`config.mk`:
```
export PLATFORM = sky130hd
export DESIGN_NAME = alu_rr_sched
export DESIGN_NICKNAME = d
export VERILOG_FILES = /design/src/rtl/alu_pkg.sv /design/src/rtl/alu.sv /design/src/rtl/rr_arbiter.sv /design/src/rtl/alu_rr_sched.sv
export SDC_FILE = /design/constraint.sdc
export NUM_CORES = 1
export LEC_CHECK = 0
export CORE_MARGIN = 4
export CORE_UTILIZATION = 35
export CTS_CLUSTER_SIZE = 30
export DETAILED_ROUTE_END_ITERATION = 8
export SYNTH_ARGS = -nofsm -noshare
export SYNTH_HDL_FRONTEND = slang
export SYNTH_SLANG_ARGS = --single-unit
```
`constraint.sdc`:
```
create_clock -name clk -period 4.6 [get_ports clk]
set_clock_uncertainty 0.2 [all_clocks]
set_input_delay 0.92 -clock clk [delete_from_list [all_inputs] [get_ports clk]]
set_output_delay 0.92 -clock clk [all_outputs]
set_load 0.02 [all_outputs]
```
`src/rtl/alu_pkg.sv`:
```
// -----------------------------------------------------------------------------
// alu_pkg
// Shared definitions for the round-robin ALU scheduler slice:
//   - DATA_W / SEL_W  : ALU datapath and op-select widths
//   - ALU_ADD..ALU_CMP: op-select encodings understood by the alu block
//   - state_t         : scheduler FSM states (IDLE / EXEC / RESP)
// -----------------------------------------------------------------------------
package alu_pkg;

    localparam int DATA_W = 16;
    localparam int SEL_W  = 3;

    localparam logic [SEL_W-1:0] ALU_ADD = 3'b000;
    localparam logic [SEL_W-1:0] ALU_SUB = 3'b001;
    localparam logic [SEL_W-1:0] ALU_AND = 3'b010;
    localparam logic [SEL_W-1:0] ALU_OR  = 3'b011;
    localparam logic [SEL_W-1:0] ALU_XOR = 3'b100;
    localparam logic [SEL_W-1:0] ALU_SHL = 3'b101;
    localparam logic [SEL_W-1:0] ALU_SHR = 3'b110;
    localparam logic [SEL_W-1:0] ALU_CMP = 3'b111;

    typedef enum logic [1:0] {
        IDLE = 2'd0,
        EXEC = 2'd1,
        RESP = 2'd2
    } state_t;

endpackage

```
`src/rtl/alu.sv`:
```
// -----------------------------------------------------------------------------
// alu
// Purely combinational 16-bit ALU shared by all requesters.
// Ports:
//   i_a, i_b : operands (DATA_W bits)
//   i_sel    : op select (SEL_W bits), see ALU_* in alu_pkg
//   o_y      : result (DATA_W bits)
// Add/sub wrap modulo 2^DATA_W; shifts are logical by i_b mod 16;
// compare returns 0 (equal), 1 (a > b unsigned) or 2 (a < b).
// -----------------------------------------------------------------------------
module alu
    import alu_pkg::*;
(
    input  logic [DATA_W-1:0] i_a,
    input  logic [DATA_W-1:0] i_b,
    input  logic [SEL_W-1:0]  i_sel,
    output logic [DATA_W-1:0] o_y
);

    always_comb begin
        o_y = '0;
        case (i_sel)
            ALU_ADD: o_y = i_a + i_b;
            ALU_SUB: o_y = i_a - i_b;
            ALU_AND: o_y = i_a & i_b;
            ALU_OR:  o_y = i_a | i_b;
            ALU_XOR: o_y = i_a ^ i_b;
            ALU_SHL: o_y = i_a << i_b[3:0];
            ALU_SHR: o_y = i_a >> i_b[3:0];
            ALU_CMP: begin
                if (i_a == i_b)
                    o_y = '0;
                else if (i_a > i_b)
                    o_y = DATA_W'(1);
                else
                    o_y = DATA_W'(2);
            end
            default: o_y = '0;
        endcase
    end

endmodule

```
`src/rtl/rr_arbiter.sv`:
```
// -----------------------------------------------------------------------------
// rr_arbiter
// Combinational round-robin grant. Searches i_req starting at i_ptr and
// wrapping around; the first asserted request wins.
// Ports:
//   i_req : request vector (N bits)
//   i_ptr : highest-priority index this cycle (IW bits, must be < N)
//   o_gnt : one-hot grant, zero when no request
//   o_idx : encoded index of the granted request (0 when none)
//   o_any : at least one request is asserted
// -----------------------------------------------------------------------------
module rr_arbiter #(
    parameter int N  = 2,
    parameter int IW = (N > 1) ? $clog2(N) : 1
) (
    input  logic [N-1:0]  i_req,
    input  logic [IW-1:0] i_ptr,
    output logic [N-1:0]  o_gnt,
    output logic [IW-1:0] o_idx,
    output logic          o_any
);

    // i_ptr + k reduced modulo N; both terms are < N so one subtraction suffices.
    function automatic logic [IW-1:0] wrap_add(input logic [IW-1:0] p, input int k);
        int s;
        s = int'(p) + k;
        if (s >= N)
            s = s - N;
        return IW'(s);
    endfunction

    always_comb begin
        o_gnt = '0;
        o_idx = '0;
        o_any = 1'b0;
        for (int k = 0; k < N; k++) begin
            if (!o_any && i_req[wrap_add(i_ptr, k)]) begin
                o_gnt[wrap_add(i_ptr, k)] = 1'b1;
                o_idx                     = wrap_add(i_ptr, k);
                o_any                     = 1'b1;
            end
        end
    end

endmodule

```
`src/rtl/alu_rr_sched.sv`:
```
// -----------------------------------------------------------------------------
// alu_rr_sched
// Round-robin scheduler sharing one combinational ALU between NUM_REQ clients.
// One operation is in flight at a time: IDLE (grant/accept) -> EXEC (ALU
// evaluates registered operands) -> RESP (registered result held until taken).
// Ports:
//   clk, reset_n           : clock, asynchronous active-low reset
//   req_valid / req_ready  : per-requester handshake (ready one-hot or zero)
//   req_a, req_b           : packed 16-bit operands, requester i at [16*i +: 16]
//   req_sel                : packed 3-bit op selects, requester i at [3*i +: 3]
//   rsp_valid / rsp_ready  : result handshake
//   rsp_data, rsp_id       : result and owning requester index
// Optional build macro ALU_RR_SCHED_PERF_EN adds perf_grants (NUM_REQ*16):
// one saturating 16-bit accept counter per requester.
// -----------------------------------------------------------------------------
module alu_rr_sched
    import alu_pkg::*;
#(
    parameter int NUM_REQ = 2,
    parameter int ID_W    = 1
) (
    input  logic                      clk,
    input  logic                      reset_n,
    input  logic [NUM_REQ-1:0]        req_valid,
    output logic [NUM_REQ-1:0]        req_ready,
    input  logic [NUM_REQ*DATA_W-1:0] req_a,
    input  logic [NUM_REQ*DATA_W-1:0] req_b,
    input  logic [NUM_REQ*SEL_W-1:0]  req_sel,
    output logic                      rsp_valid,
    input  logic                      rsp_ready,
    output logic [DATA_W-1:0]         rsp_data,
    output logic [ID_W-1:0]           rsp_id
`ifdef ALU_RR_SCHED_PERF_EN
    ,
    output logic [NUM_REQ*16-1:0]     perf_grants
`endif
);

    state_t              r_state;
    logic [ID_W-1:0]     r_ptr;
    logic [ID_W-1:0]     r_id;
    logic [DATA_W-1:0]   r_a;
    logic [DATA_W-1:0]   r_b;
    logic [SEL_W-1:0]    r_sel;
    logic                r_rsp_valid;
    logic [DATA_W-1:0]   r_rsp_data;
    logic [ID_W-1:0]     r_rsp_id;

    logic [NUM_REQ-1:0]  w_gnt;
    logic [ID_W-1:0]     w_gnt_idx;
    logic                w_gnt_any;
    logic                w_accept;
    logic [ID_W-1:0]     w_ptr_nxt;
    logic [DATA_W-1:0]   w_a;
    logic [DATA_W-1:0]   w_b;
    logic [SEL_W-1:0]    w_sel;
    logic [DATA_W-1:0]   w_alu_y;

    rr_arbiter #(
        .N  (NUM_REQ),
        .IW (ID_W)
    ) u_arb (
        .i_req (req_valid),
        .i_ptr (r_ptr),
        .o_gnt (w_gnt),
        .o_idx (w_gnt_idx),
        .o_any (w_gnt_any)
    );

    // Grants are only visible in IDLE; reset_n gating keeps req_ready low
    // while reset is held even if requesters are already asserting valid.
    assign req_ready = (reset_n && (r_state == IDLE)) ? w_gnt : '0;
    assign w_accept  = (r_state == IDLE) && w_gnt_any;
    assign w_ptr_nxt = (w_gnt_idx == ID_W'(NUM_REQ - 1)) ? '0 : w_gnt_idx + ID_W'(1);

    // Grant is one-hot, so the payload mux is a simple priority-free select.
    always_comb begin
        w_a   = '0;
        w_b   = '0;
        w_sel = '0;
        for (int i = 0; i < NUM_REQ; i++) begin
            if (w_gnt[i]) begin
                w_a   = req_a[DATA_W*i +: DATA_W];
                w_b   = req_b[DATA_W*i +: DATA_W];
                w_sel = req_sel[SEL_W*i +: SEL_W];
            end
        end
    end

    alu u_alu (
        .i_a   (r_a),
        .i_b   (r_b),
        .i_sel (r_sel),
        .o_y   (w_alu_y)
    );

    always_ff @(posedge clk or negedge reset_n) begin
        if (!reset_n) begin
            r_state     <= IDLE;
            r_ptr       <= '0;
            r_id        <= '0;
            r_a         <= '0;
            r_b         <= '0;
            r_sel       <= '0;
            r_rsp_valid <= 1'b0;
            r_rsp_data  <= '0;
            r_rsp_id    <= '0;
        end else begin
            case (r_state)
                IDLE: begin
                    if (w_accept) begin
                        r_a     <= w_a;
                        r_b     <= w_b;
                        r_sel   <= w_sel;
                        r_id    <= w_gnt_idx;
                        r_ptr   <= w_ptr_nxt;
                        r_state <= EXEC;
                    end
                end
                EXEC: begin
                    r_rsp_data  <= w_alu_y;
                    r_rsp_id    <= r_id;
                    r_rsp_valid <= 1'b1;
                    r_state     <= RESP;
                end
                RESP: begin
                    // rsp_data/rsp_id deliberately keep their value after the handshake.
                    if (rsp_ready) begin
                        r_rsp_valid <= 1'b0;
                        r_state     <= IDLE;
                    end
                end
                default: r_state <= IDLE;
            endcase
        end
    end

    assign rsp_valid = r_rsp_valid;
    assign rsp_data  = r_rsp_data;
    assign rsp_id    = r_rsp_id;

`ifdef ALU_RR_SCHED_PERF_EN
    function automatic logic [15:0] sat_inc(input logic [15:0] v);
        return (v == 16'hFFFF) ? v : v + 16'd1;
    endfunction

    for (genvar i = 0; i < NUM_REQ; i++) begin : g_perf
        logic [15:0] r_cnt;
        always_ff @(posedge clk or negedge reset_n) begin
            if (!reset_n)
                r_cnt <= '0;
            else if (w_accept && w_gnt[i])
                r_cnt <= sat_inc(r_cnt);
        end
        assign perf_grants[16*i +: 16] = r_cnt;
    end
`endif

endmodule

```
==> flow_summary.json <==
{
  "core_sq_um": 16600,
  "synth_top_cell_area_share": 0.238,
  "r2r_end": "rsp_data[0]",
  "synth_cell_types": 72,
  "cp.required_ns": 3.48,
  "fillers": 1678,
  "grt_pass1_vias": 5923,
  "via_per_inst": 5.89,
  "port_buffers": 94,
  "synth_top_cell_by_area": "dfrtp_1",
  "synth-seq-cells": 57,
  "finalSetupViolCount": 0,
  "ir_drop_mv": 0.328,
  "vias": 6139,
  "ctsHoldBuffers": 0,
  "h-tree-depth": 3,
  "worst_hold_path.num_cells": 2,
  "wl_microns": 21700,
  "floorplan.initialDensity": 0.360,
  "clock_insertion_delay_worst_skew_ns": 0.35,
  "syn-num-nets": 876,
  "die_area_sq_um": 19300,
  "async_flop_share": 1.00,
  "synth_area_leaders": "dfrtp_1, ha_1, inv_1",
  "yosys_warnings": 0,
  "clock_path_buffers": 2,
  "grt_pass1_wl_microns": 34100,
  "finalNonFillerCells": 1042,
  "firstDrtPassIters": 6,
  "antenna_cells": 0,
  "layout-drive-gt1-share": 0.0669,
  "dieWidth_microns": 139,
  "crit_path_end_kind": "primary output",
  "clock.fmax_mhz": 260,
  "holdPathEnd": "rsp_id",
  "cts_buffers": 9,
  "fp.dieH_microns": 139,
  "min-delay-path-class": "flop to flop",
  "synthCells": 750,
  "io_pins": 95,
  "antenna_found_initial": 0,
  "grt_overflow": 0,
  "final.min_clock_period_ns": 3.84,
  "status": "completed",
  "synth_area_per_cell_sq_um": 7.98,
  "power_density_nw_per_um2": 915,
  "ctsResizeCount": 0,
  "path_class": "input pin to primary output",
  "reg2regPathDepth": 9,
  "crit_fanout": 5,
  "postCtsSetupRepairBufs": 0,
  "tightest_slew_ns": 0.998,
  "synth_ff_type": "dfrtp_1",
  "critPathLaunch": "req_valid[1]",
  "cts_tree": "done",
  "regToRegStartpoint": "r_a[7]",
  "synth-edff-count": 0,
  "drt-initial-drc-count": 799,
  "leakagePower_uw": 0.00317,
  "startpoint_type": "input pin",
  "cts-root-buf": "clkbuf_16",
  "drc": 0,
  "rsz0062_at_grt": "false",
  "final_hold_viol_count": 0,
  "yosysSeqAreaShare": 0.238,
  "setup_tns_ns": 0,
  "syn2layout_area_growth_pct": 23.2,
  "drv_slew": 0,
  "finalCritPeriodShare": 0.835,
  "place_congestion": 0.978,
  "avgRoutedWirePerCell_microns": 20.8,
  "cts.sinks": 57,
  "fin_nets": 943,
  "dp_hpwl_microns": 16800,
  "place_inst": 1026,
  "gr-usage-all-layers": 0.222,
  "reg2reg_setup_slack_ns": 1.17,
  "grt_max_degree": 47,
  "maxCapViolCount": 0,
  "slew_headroom": 0.331,
  "hold_start": "rsp_id",
  "ant_nets": 0,
  "arrival_ns": 2.72,
  "core.rowCount": 47,
  "netlist_area_sq_um": 5990,
  "path_clk_slew_ns": 0.06
}
## worst max-delay path, stage by stage
cell and delay, ns:
clkdlybuf4s50_1 0.51, a21boi_0 0.45, and3_1 0.23, clkdlybuf4s50_1 0.62
## cell usage in the layout, fill, tap and decap left out, drive strengths merged, types with 3 or more instances in the layout
cell / instances
nand3: 14
mux4: 5
a2111oi: 4
inv: 91
xnor2: 19
mux2i: 25
and3: 5
and2: 6
clkdlybuf4s50: 93
o211ai: 3
a211oi: 22
a211o: 3
ha: 49
nor3: 12
o311ai: 6
clkbuf: 10
o21ai: 42
or3: 7
nor2b: 12
o22ai: 12
o21bai: 4
a31oi: 8
mux2: 5
o221ai: 4
nand2: 42
clkinv: 3
dfrtp: 57
a21o: 6
buf: 18
nand2b: 7
a21oi: 59
nor4: 10
a222oi: 32
a21boi: 4
a221oi: 13
nor2: 64
o31ai: 8
## synthesized netlist by cell type, types with 6 or more instances
cell	n
nand2_1	41
nor3_1	12
o21ai_1	11
a221oi_1	12
clkbuf_1	30
nor2_1	64
and2_1	6
a31oi_1	8
mux2i_1	25
ha_1	49
a21o_1	6
a211oi_1	22
dfrtp_1	57
o21ai_0	31
nor2b_1	12
nand2b_1	7
o31ai_1	7
or3_1	7
buf_2	15
a222oi_1	32
a21oi_1	57
inv_1	90
nand3_1	14
o22ai_1	12
xnor2_1	19
nor4_1	10
## stage by stage
step / instance area [sq um] / util / setup slack [ns] / total power, uW / hold WS, ns
final: 7370 / 0.443 / 0.757 / 6750 / 0.273
after global routing: 7370 / 0.443 / 0.584 / 7240 / 0.312
after CTS: 7370 / 0.443 / 0.762 / 6640 / 0.278
after detailed placement: 7070 / 0.425 / 0.769 / 5910 / 0.262
after global placement: 7070 / 0.425 / 0.790 / 5920 / 0.261
after floorplan: 5990 / - / 1.60 / 4510 / 0.239
## flip-flops by register name (all words and copies together), names as in the netlist
register and count:
rsp_data 16, r_state 2, r_id 1, r_ptr 1
rsp_valid 1, r_a 16, r_b 16, rsp_id 1
r_sel 3
## layout make-up
class | instances | area, sq um | share of cell area
clock inverters | 6 | 67.6 | 0.00916
repair buffers | 111 | 1060 | 0.144
inverters | 91 | 342 | 0.0463
clock buffers | 10 | 239 | 0.0324
well taps | 220 | 275 | 0.0373
flip-flops and latches | 57 | 1430 | 0.193
multi-input cells | 547 | 3960 | 0.537
## power by group
part	internal (uW)	switching, uW
combinational	1890	3040
clock	434	273
sequential	754	352
total	3080	3660
## cell families after synthesis
logic type                 count (synthesis)  share of synthesized area
buffers and inverters                    146                      0.102
AOI/OAI and AO/OA                        253                      0.302
adders and majority gates                 51                      0.109
xor gates and xnor gates                  21                     0.0307
DFF                                       57                      0.238
and+or+nand+nor                          187                      0.148
muxes                                     35                     0.0700
## metal layers
metal / up-vias / GRT usage / share of wire
met1: 2915 / 0.326 / 0.47
li1: 2897 / - / -
met4: 0 / 0.0742 / 0.024
met3: 41 / 0.0493 / 0.082
met2: 286 / 0.322 / 0.42
met5: - / 0 / 0
## how the worst max path moves through the flow
stage	slack, ns	endpoint	cells after the start
6_report	0.76	req_ready[1]	4
5_1_grt	0.58	req_ready[0]	4
4_1_cts	0.76	req_ready[1]	4
3_5_place_dp	0.77	req_ready[1]	4
3_3_place_gp	0.79	req_ready[0]	4
2_1_floorplan	1.60	rsp_data[11]	12
Power figures use the tool's default switching activity.
